===== config.mk =====
export PLATFORM = sky130hd
export DESIGN_NAME = apb_master_flat
export DESIGN_NICKNAME = d
export VERILOG_FILES = /design/src/rtl/apb_master_if.sv /design/src/rtl/apb_master.sv /design/src/flat_wrapper.sv
export SDC_FILE = /design/constraint.sdc
export NUM_CORES = 1
export LEC_CHECK = 0
export CAP_MARGIN = 20
export CORE_MARGIN = 4
export CORE_UTILIZATION = 30
export DETAILED_ROUTE_END_ITERATION = 10
export PLACE_DENSITY_LB_ADDON = 0.3
export SYNTH_ARGS = -nofsm -noshare
export SYNTH_HDL_FRONTEND = slang
export SYNTH_SLANG_ARGS = --single-unit

===== constraint.sdc =====
create_clock -name PCLK -period 4.3 [get_ports PCLK]
set_input_delay 0.645 -clock PCLK [delete_from_list [all_inputs] [get_ports PCLK]]
set_output_delay 0.645 -clock PCLK [all_outputs]
set_load 0.01 [all_outputs]

===== src/rtl/apb_master_if.sv =====
// rtl/apb_master_if.sv - request/response port and APB3 bus bundle for apb_master
interface apb_master_if #(
  parameter int NSLV = 4
);
  logic                 req_valid;
  logic                 req_ready;
  logic                 req_write;
  logic [31:0]          req_addr;
  logic [31:0]          req_wdata;
  logic                 rsp_valid;
  logic [31:0]          rsp_rdata;
  logic                 rsp_err;
  logic [NSLV-1:0]      PSEL;
  logic                 PENABLE;
  logic                 PWRITE;
  logic [31:0]          PADDR;
  logic [31:0]          PWDATA;
  logic [32*NSLV-1:0]   PRDATA;
  logic [NSLV-1:0]      PREADY;

  // View of the APB initiator itself
  modport master (
    input  req_valid, req_write, req_addr, req_wdata, PRDATA, PREADY,
    output req_ready, rsp_valid, rsp_rdata, rsp_err,
           PSEL, PENABLE, PWRITE, PADDR, PWDATA
  );

  // View of the requester plus the APB slaves around it
  modport slave (
    output req_valid, req_write, req_addr, req_wdata, PRDATA, PREADY,
    input  req_ready, rsp_valid, rsp_rdata, rsp_err,
           PSEL, PENABLE, PWRITE, PADDR, PWDATA
  );
endinterface


===== src/rtl/apb_master.sv =====
// rtl/apb_master.sv - valid/ready request to APB3 initiator with address decode and timeout
module apb_master #(
  parameter int SLV_BITS = 2,
  parameter int DEC_LSB  = 8,
  parameter int TIMEOUT  = 255
) (
  input  logic        PCLK,
  input  logic        PRESET,
  apb_master_if.master bus
);
  localparam int          NSLV = 2 ** SLV_BITS;
  localparam logic [15:0] TO   = TIMEOUT[15:0];

  typedef enum logic [1:0] {S_IDLE, S_SETUP, S_ACCESS} state_t;

  state_t              state_q, state_d;
  logic                write_q, write_d;
  logic [31:0]         addr_q, addr_d;
  logic [31:0]         wdata_q, wdata_d;
  logic [SLV_BITS-1:0] sel_q, sel_d;
  logic [15:0]         cnt_q, cnt_d;
  logic                rsp_valid_q, rsp_valid_d;
  logic [31:0]         rsp_rdata_q, rsp_rdata_d;
  logic                rsp_err_q, rsp_err_d;

  logic                sel_ready;
  logic                timeout_hit;
  logic [31:0]         sel_rdata;

  // Only the addressed slave's ready and data matter; completion beats timeout
  assign sel_ready   = bus.PREADY[sel_q];
  assign sel_rdata   = bus.PRDATA[32*int'(sel_q) +: 32];
  assign timeout_hit = (TIMEOUT != 0) && (cnt_q == TO) && !sel_ready;

  // State register
  always_ff @(posedge PCLK) begin
    if (PRESET) state_q <= S_IDLE;
    else        state_q <= state_d;
  end

  // Next-state logic: IDLE -> SETUP -> ACCESS -> IDLE, never chaining transfers
  always_comb begin
    state_d = state_q;
    case (state_q)
      S_IDLE:   if (bus.req_valid) state_d = S_SETUP;
      S_SETUP:  state_d = S_ACCESS;
      S_ACCESS: if (sel_ready || timeout_hit) state_d = S_IDLE;
      default:  state_d = S_IDLE;
    endcase
  end

  // Phase-dependent outputs; ready is withheld while reset is asserted
  always_comb begin
    bus.req_ready = 1'b0;
    bus.PSEL      = '0;
    bus.PENABLE   = 1'b0;
    case (state_q)
      S_IDLE:   bus.req_ready = !PRESET;
      S_SETUP:  bus.PSEL = NSLV'(1) << sel_q;
      S_ACCESS: begin
        bus.PSEL    = NSLV'(1) << sel_q;
        bus.PENABLE = 1'b1;
      end
      default:  ;
    endcase
  end

  // Datapath next state: latch request, count wait states, build the response
  always_comb begin
    write_d     = write_q;
    addr_d      = addr_q;
    wdata_d     = wdata_q;
    sel_d       = sel_q;
    cnt_d       = cnt_q;
    rsp_valid_d = 1'b0;
    rsp_rdata_d = rsp_rdata_q;
    rsp_err_d   = rsp_err_q;
    if (state_q == S_IDLE && bus.req_valid) begin
      write_d = bus.req_write;
      addr_d  = bus.req_addr;
      wdata_d = bus.req_wdata;
      sel_d   = bus.req_addr[DEC_LSB +: SLV_BITS];
      cnt_d   = 16'h0000;
    end
    if (state_q == S_ACCESS) begin
      if (sel_ready) begin
        rsp_valid_d = 1'b1;
        rsp_rdata_d = write_q ? 32'h0000_0000 : sel_rdata;
        rsp_err_d   = 1'b0;
      end else if (timeout_hit) begin
        rsp_valid_d = 1'b1;
        rsp_rdata_d = 32'hDEAD_BEEF;
        rsp_err_d   = 1'b1;
      end else if (cnt_q != 16'hFFFF) begin
        cnt_d = cnt_q + 16'h0001;
      end
    end
  end

  // Datapath registers; reset drops any in-flight transfer without a response
  always_ff @(posedge PCLK) begin
    if (PRESET) begin
      write_q     <= 1'b0;
      addr_q      <= '0;
      wdata_q     <= '0;
      sel_q       <= '0;
      cnt_q       <= '0;
      rsp_valid_q <= 1'b0;
      rsp_rdata_q <= '0;
      rsp_err_q   <= 1'b0;
    end else begin
      write_q     <= write_d;
      addr_q      <= addr_d;
      wdata_q     <= wdata_d;
      sel_q       <= sel_d;
      cnt_q       <= cnt_d;
      rsp_valid_q <= rsp_valid_d;
      rsp_rdata_q <= rsp_rdata_d;
      rsp_err_q   <= rsp_err_d;
    end
  end

  assign bus.PWRITE    = write_q;
  assign bus.PADDR     = addr_q;
  assign bus.PWDATA    = wdata_q;
  assign bus.rsp_valid = rsp_valid_q;
  assign bus.rsp_rdata = rsp_rdata_q;
  assign bus.rsp_err   = rsp_err_q;
endmodule


===== src/flat_wrapper.sv =====
// flat-port wrapper written by rule: the top's interface ports become plain ports
module apb_master_flat 
#(
  parameter int SLV_BITS = 2,
  parameter int DEC_LSB  = 8,
  parameter int TIMEOUT  = 255
)
  (PCLK, PRESET, bus_req_valid, bus_req_write, bus_req_addr, bus_req_wdata, bus_PRDATA, bus_PREADY, bus_req_ready, bus_rsp_valid, bus_rsp_rdata, bus_rsp_err, bus_PSEL, bus_PENABLE, bus_PWRITE, bus_PADDR, bus_PWDATA);
  apb_master_if #(.NSLV(4)) bus_i ();
  input  logic PCLK;
  input  logic PRESET;
  input wire logic [$bits(bus_i.req_valid)-1:0] bus_req_valid;
  input wire logic [$bits(bus_i.req_write)-1:0] bus_req_write;
  input wire logic [$bits(bus_i.req_addr)-1:0] bus_req_addr;
  input wire logic [$bits(bus_i.req_wdata)-1:0] bus_req_wdata;
  input wire logic [$bits(bus_i.PRDATA)-1:0] bus_PRDATA;
  input wire logic [$bits(bus_i.PREADY)-1:0] bus_PREADY;
  output wire logic [$bits(bus_i.req_ready)-1:0] bus_req_ready;
  output wire logic [$bits(bus_i.rsp_valid)-1:0] bus_rsp_valid;
  output wire logic [$bits(bus_i.rsp_rdata)-1:0] bus_rsp_rdata;
  output wire logic [$bits(bus_i.rsp_err)-1:0] bus_rsp_err;
  output wire logic [$bits(bus_i.PSEL)-1:0] bus_PSEL;
  output wire logic [$bits(bus_i.PENABLE)-1:0] bus_PENABLE;
  output wire logic [$bits(bus_i.PWRITE)-1:0] bus_PWRITE;
  output wire logic [$bits(bus_i.PADDR)-1:0] bus_PADDR;
  output wire logic [$bits(bus_i.PWDATA)-1:0] bus_PWDATA;
  assign bus_i.req_valid = bus_req_valid;
  assign bus_i.req_write = bus_req_write;
  assign bus_i.req_addr = bus_req_addr;
  assign bus_i.req_wdata = bus_req_wdata;
  assign bus_i.PRDATA = bus_PRDATA;
  assign bus_i.PREADY = bus_PREADY;
  assign bus_req_ready = bus_i.req_ready;
  assign bus_rsp_valid = bus_i.rsp_valid;
  assign bus_rsp_rdata = bus_i.rsp_rdata;
  assign bus_rsp_err = bus_i.rsp_err;
  assign bus_PSEL = bus_i.PSEL;
  assign bus_PENABLE = bus_i.PENABLE;
  assign bus_PWRITE = bus_i.PWRITE;
  assign bus_PADDR = bus_i.PADDR;
  assign bus_PWDATA = bus_i.PWDATA;
  apb_master #(.SLV_BITS(SLV_BITS), .DEC_LSB(DEC_LSB), .TIMEOUT(TIMEOUT)) u_core (.PCLK(PCLK), .PRESET(PRESET), .bus(bus_i));
endmodule

==> results_dict.tcl <==
set metrics [dict create \
    yosys-top-cells-area "dfxtp_1 (41%), mux4_2 (13%), nand2_1 (10%), a21oi_1 (6.1%), a211oi_2 (4.0%)" \
    crit_required_ns 3.65 \
    slew_headroom 0.464 \
    ios 305 \
    die_h_um 145 \
    r2r-end "u_core.bus.rsp_rdata[8]" \
    dr.first_iter.drc_count 234 \
    gp_congestion 0.792 \
    slew_viol_final 0 \
    clk_latency_ns 0.42 \
    grt_use_met3 0.0895 \
    ctsHtreeMaxLevel 4 \
    ys_seq_area_frac 0.414 \
    worst-path-stages 3 \
    fin_cells 1131 \
    cts_root_buffer "clkbuf_16" \
    vias 5497 \
    syn_avg_cell_area_sq_um 9.36 \
    syn_area_sq_mm 0.00566 \
    synth-async-reset-ratio 0 \
    start_util 0.310 \
    clkPwrFrac 0.386 \
    ant_nets 0 \
    core_sq_mm 0.0183 \
    fin_setup_tns_ns 0 \
    drive_above_1_share 0.136 \
    critPathArrivalTime_ns 2.27 \
    synth-edff-count 0 \
    clkTransAtPathRegs_ns 0.06 \
    hold_buffers 0 \
    cts_tree "yes" \
    path_cells "buf_4, and3_1, clkdlybuf4s50_1" \
    hold_viol_final 0 \
    reg2reg_slack_ns 1.91 \
    place_hpwl_um 13800 \
    grt.overflow.total 0 \
    final-seq-area_sq_mm 0.00234 \
    placed_area_sq_mm 0.00883 \
    critPathBufInv 2 \
    clock_path_buffers 2 \
    critPathMaxStageDelay_ns 0.68 \
    port_buffers 304 \
    nNetsFinal 1094 \
    dieArea_sq_mm 0.0211 \
    synth_cell_type_count 52 \
    layout_common_cells "clkdlybuf4s50_1 (303), nand2_1 (154), dfxtp_1 (115), a21oi_1 (69), mux4_2 (33)" \
    grt_antenna_before_repair 0 \
    maxCapViolCount 0 \
    drt_wl_total_um 18700 \
    ir_worst_vdd_uv 246 \
    worstRegToRegCells 5 \
    multiInputGateArea_sq_mm 0.00306 \
    cp_max_fo 23 \
    grt_pass1_vias 5463 \
    hp-class "flop to flop" \
    start_kind "flop" \
    ys_ff_latch 117 \
    synth_warnings 0 \
    use_met1 0.198 \
    met2_usage 0.282 \
    fin_crit_sh 0.677 \
    grt_first_pass_wirelength_um 29600 \
    cts.sinks 117 \
    synthToLayoutAreaGrowth_pct 66.6 \
    dr.pass1.iters 4 \
    fillers 1727 \
    syn_nets 809 \
    track_usage 0.172 \
    cp_top_family "buffers and inverters" \
    setup_viol 0 \
    whs_path_depth 2 \
    rsz0062_at_grt "no" \
    synth_ff_type "dfxtp_1" \
    r2r-start "u_core.bus.PADDR[9]" \
    wire_per_inst_um 16.5 \
    diodes 0 \
    p_seq_frac 0.342 \
    crit_start "u_core.bus.PADDR[9]" \
    pwr-share-comb 0.272 \
    period_needed_ns 2.91 \
    clock_skew_ns 0.0108 \
    p_sw_frac 0.293 \
    cp-end-kind "primary output" \
    fmax_mhz 343 \
    synthCells 604 \
    cts_buffers 17 \
    core.rowCount 49 \
    netSwitchingPower_mw 1.08 \
    finish.utilization 0.516 \
    tightestPinTransition_ns 0.804 \
    viasPerCell 4.86 \
    numPlacedInstances 1099 \
    internal-power_mw 2.60 \
    drc 0 \
    mostFrequentLayoutCell "clkdlybuf4s50_1" \
    power.static_leakage_nw 3.30 \
    post_cts_resized 0 \
    die_w_um 145 \
    post_cts_buffers 0 \
    synth_top_area_frac 0.414 \
    p_total_mw 3.67 \
    crit_slowest_cell "dfxtp_2" \
    status "finished clean" \
    path_class "flop to primary output" \
    endpoint "bus_PSEL[3]" \
    synth_top_area_cell "dfxtp_1" \
    postLayoutCellArea_sq_mm 0.00942 \
    power_density_mw_per_mm2 390 \
    top_usage_layer "met2" \
    grt_max_degree 75 \
]
worst register-to-register path, delay by kind of cell, from the launching register on:
| kind | cells | cell delay, ns |
|---|---|---|
| muxes | 1 | 0.68 |
| buffers and inverters | 1 | 0.23 |
| and+or+nand+nor | 2 | 0.45 |
| AOI/OAI and AO/OA | 1 | 0.24 |
| DFF | 1 | 0.68 |
how the worst min path moves through the flow:
stage	startpoint	to	slack [ns]
final	u_core.bus.PADDR[31]	u_core.bus.PADDR[31]	0.45
after global routing	u_core.bus.PWDATA[27]	u_core.bus.PWDATA[27]	0.46
after CTS	u_core.bus.PADDR[22]	u_core.bus.PADDR[22]	0.45
after detailed placement	u_core.bus.PADDR[18]	u_core.bus.PADDR[18]	0.45
after global placement	u_core.bus.PADDR[28]	u_core.bus.PADDR[28]	0.44
after floorplan	u_core.cnt_q[1]	u_core.cnt_q[1]	0.47
layer usage:
layer	routed length, um	vias up	part of all wire
li1	-	2714	-
met1	7640	2553	0.41
met2	8830	215	0.47
met3	2040	15	0.11
met4	200	0	0.011
met5	0	-	0
cells in the mapped netlist (2+ instances only):
library cell / number
mux4_2: 33
buf_1: 5
buf_4: 5
a21oi_1: 69
and3_1: 4
nand3_1: 11
ha_1: 5
buf_2: 5
a211oi_2: 18
a211oi_1: 2
a311oi_1: 4
o21ai_0: 3
dfxtp_1: 117
mux2i_1: 8
and2_1: 3
a31oi_1: 3
nand4b_1: 3
inv_1: 2
nand4_1: 6
nor3_1: 3
clkbuf_1: 30
buf_6: 5
nand3b_1: 2
or3_1: 3
a22o_1: 8
nor2_1: 23
a221oi_1: 9
nand2b_1: 25
nor2b_1: 3
nand2_1: 155
nor2_2: 11
cell families (layout without fill, tap and decap cells):
kind of cell,Yosys count,count (layout),synth area share
adders and majority gates,5,5,0.0111
DFF,117,117,0.414
and+or+nand+nor,263,263,0.223
buffers and inverters,53,351,0.0462
muxes,43,43,0.150
AOI/OAI and AO/OA,123,123,0.156
cell type report:
| cell class | instances | area share |
|---|---|---|
| timing repair buffer | 316 | 0.332 |
| multi-input combinational | 434 | 0.324 |
| sequential | 117 | 0.249 |
| clock buffer | 17 | 0.0452 |
| tap | 229 | 0.0304 |
| clock inverter | 15 | 0.0178 |
| inverter | 3 | 0.00120 |
state kept, by name, summed over array words and instances (netlist names):
name,count
u_core.state_q,2
u_core.bus.PADDR,31
u_core.bus.rsp_valid,1
u_core.bus.rsp_err,1
u_core.cnt_q,16
u_core.bus.PWRITE,1
u_core.bus.rsp_rdata,32
u_core.sel_q,1
u_core.bus.PWDATA,32
stage by stage:
step,hold slack [ns],setup WS [ns]
5_1_grt,0.465,1.29
6_report,0.450,1.39
2_1_floorplan,0.473,2.18
4_1_cts,0.454,1.34
3_3_place_gp,0.440,1.56
3_5_place_dp,0.447,1.54
power groups by stage:
stage               logic [mW]  clock network (mW)  registers, mW
floorplan                0.471                   0           1.31
global placement          1.01                   0           1.28
detailed placement        1.01                   0           1.28
CTS                       1.02                1.45           1.26
global route              1.08                1.50           1.27
finish                   0.998                1.42           1.26
No activity file was read; power rests on OpenSTA's default activity.
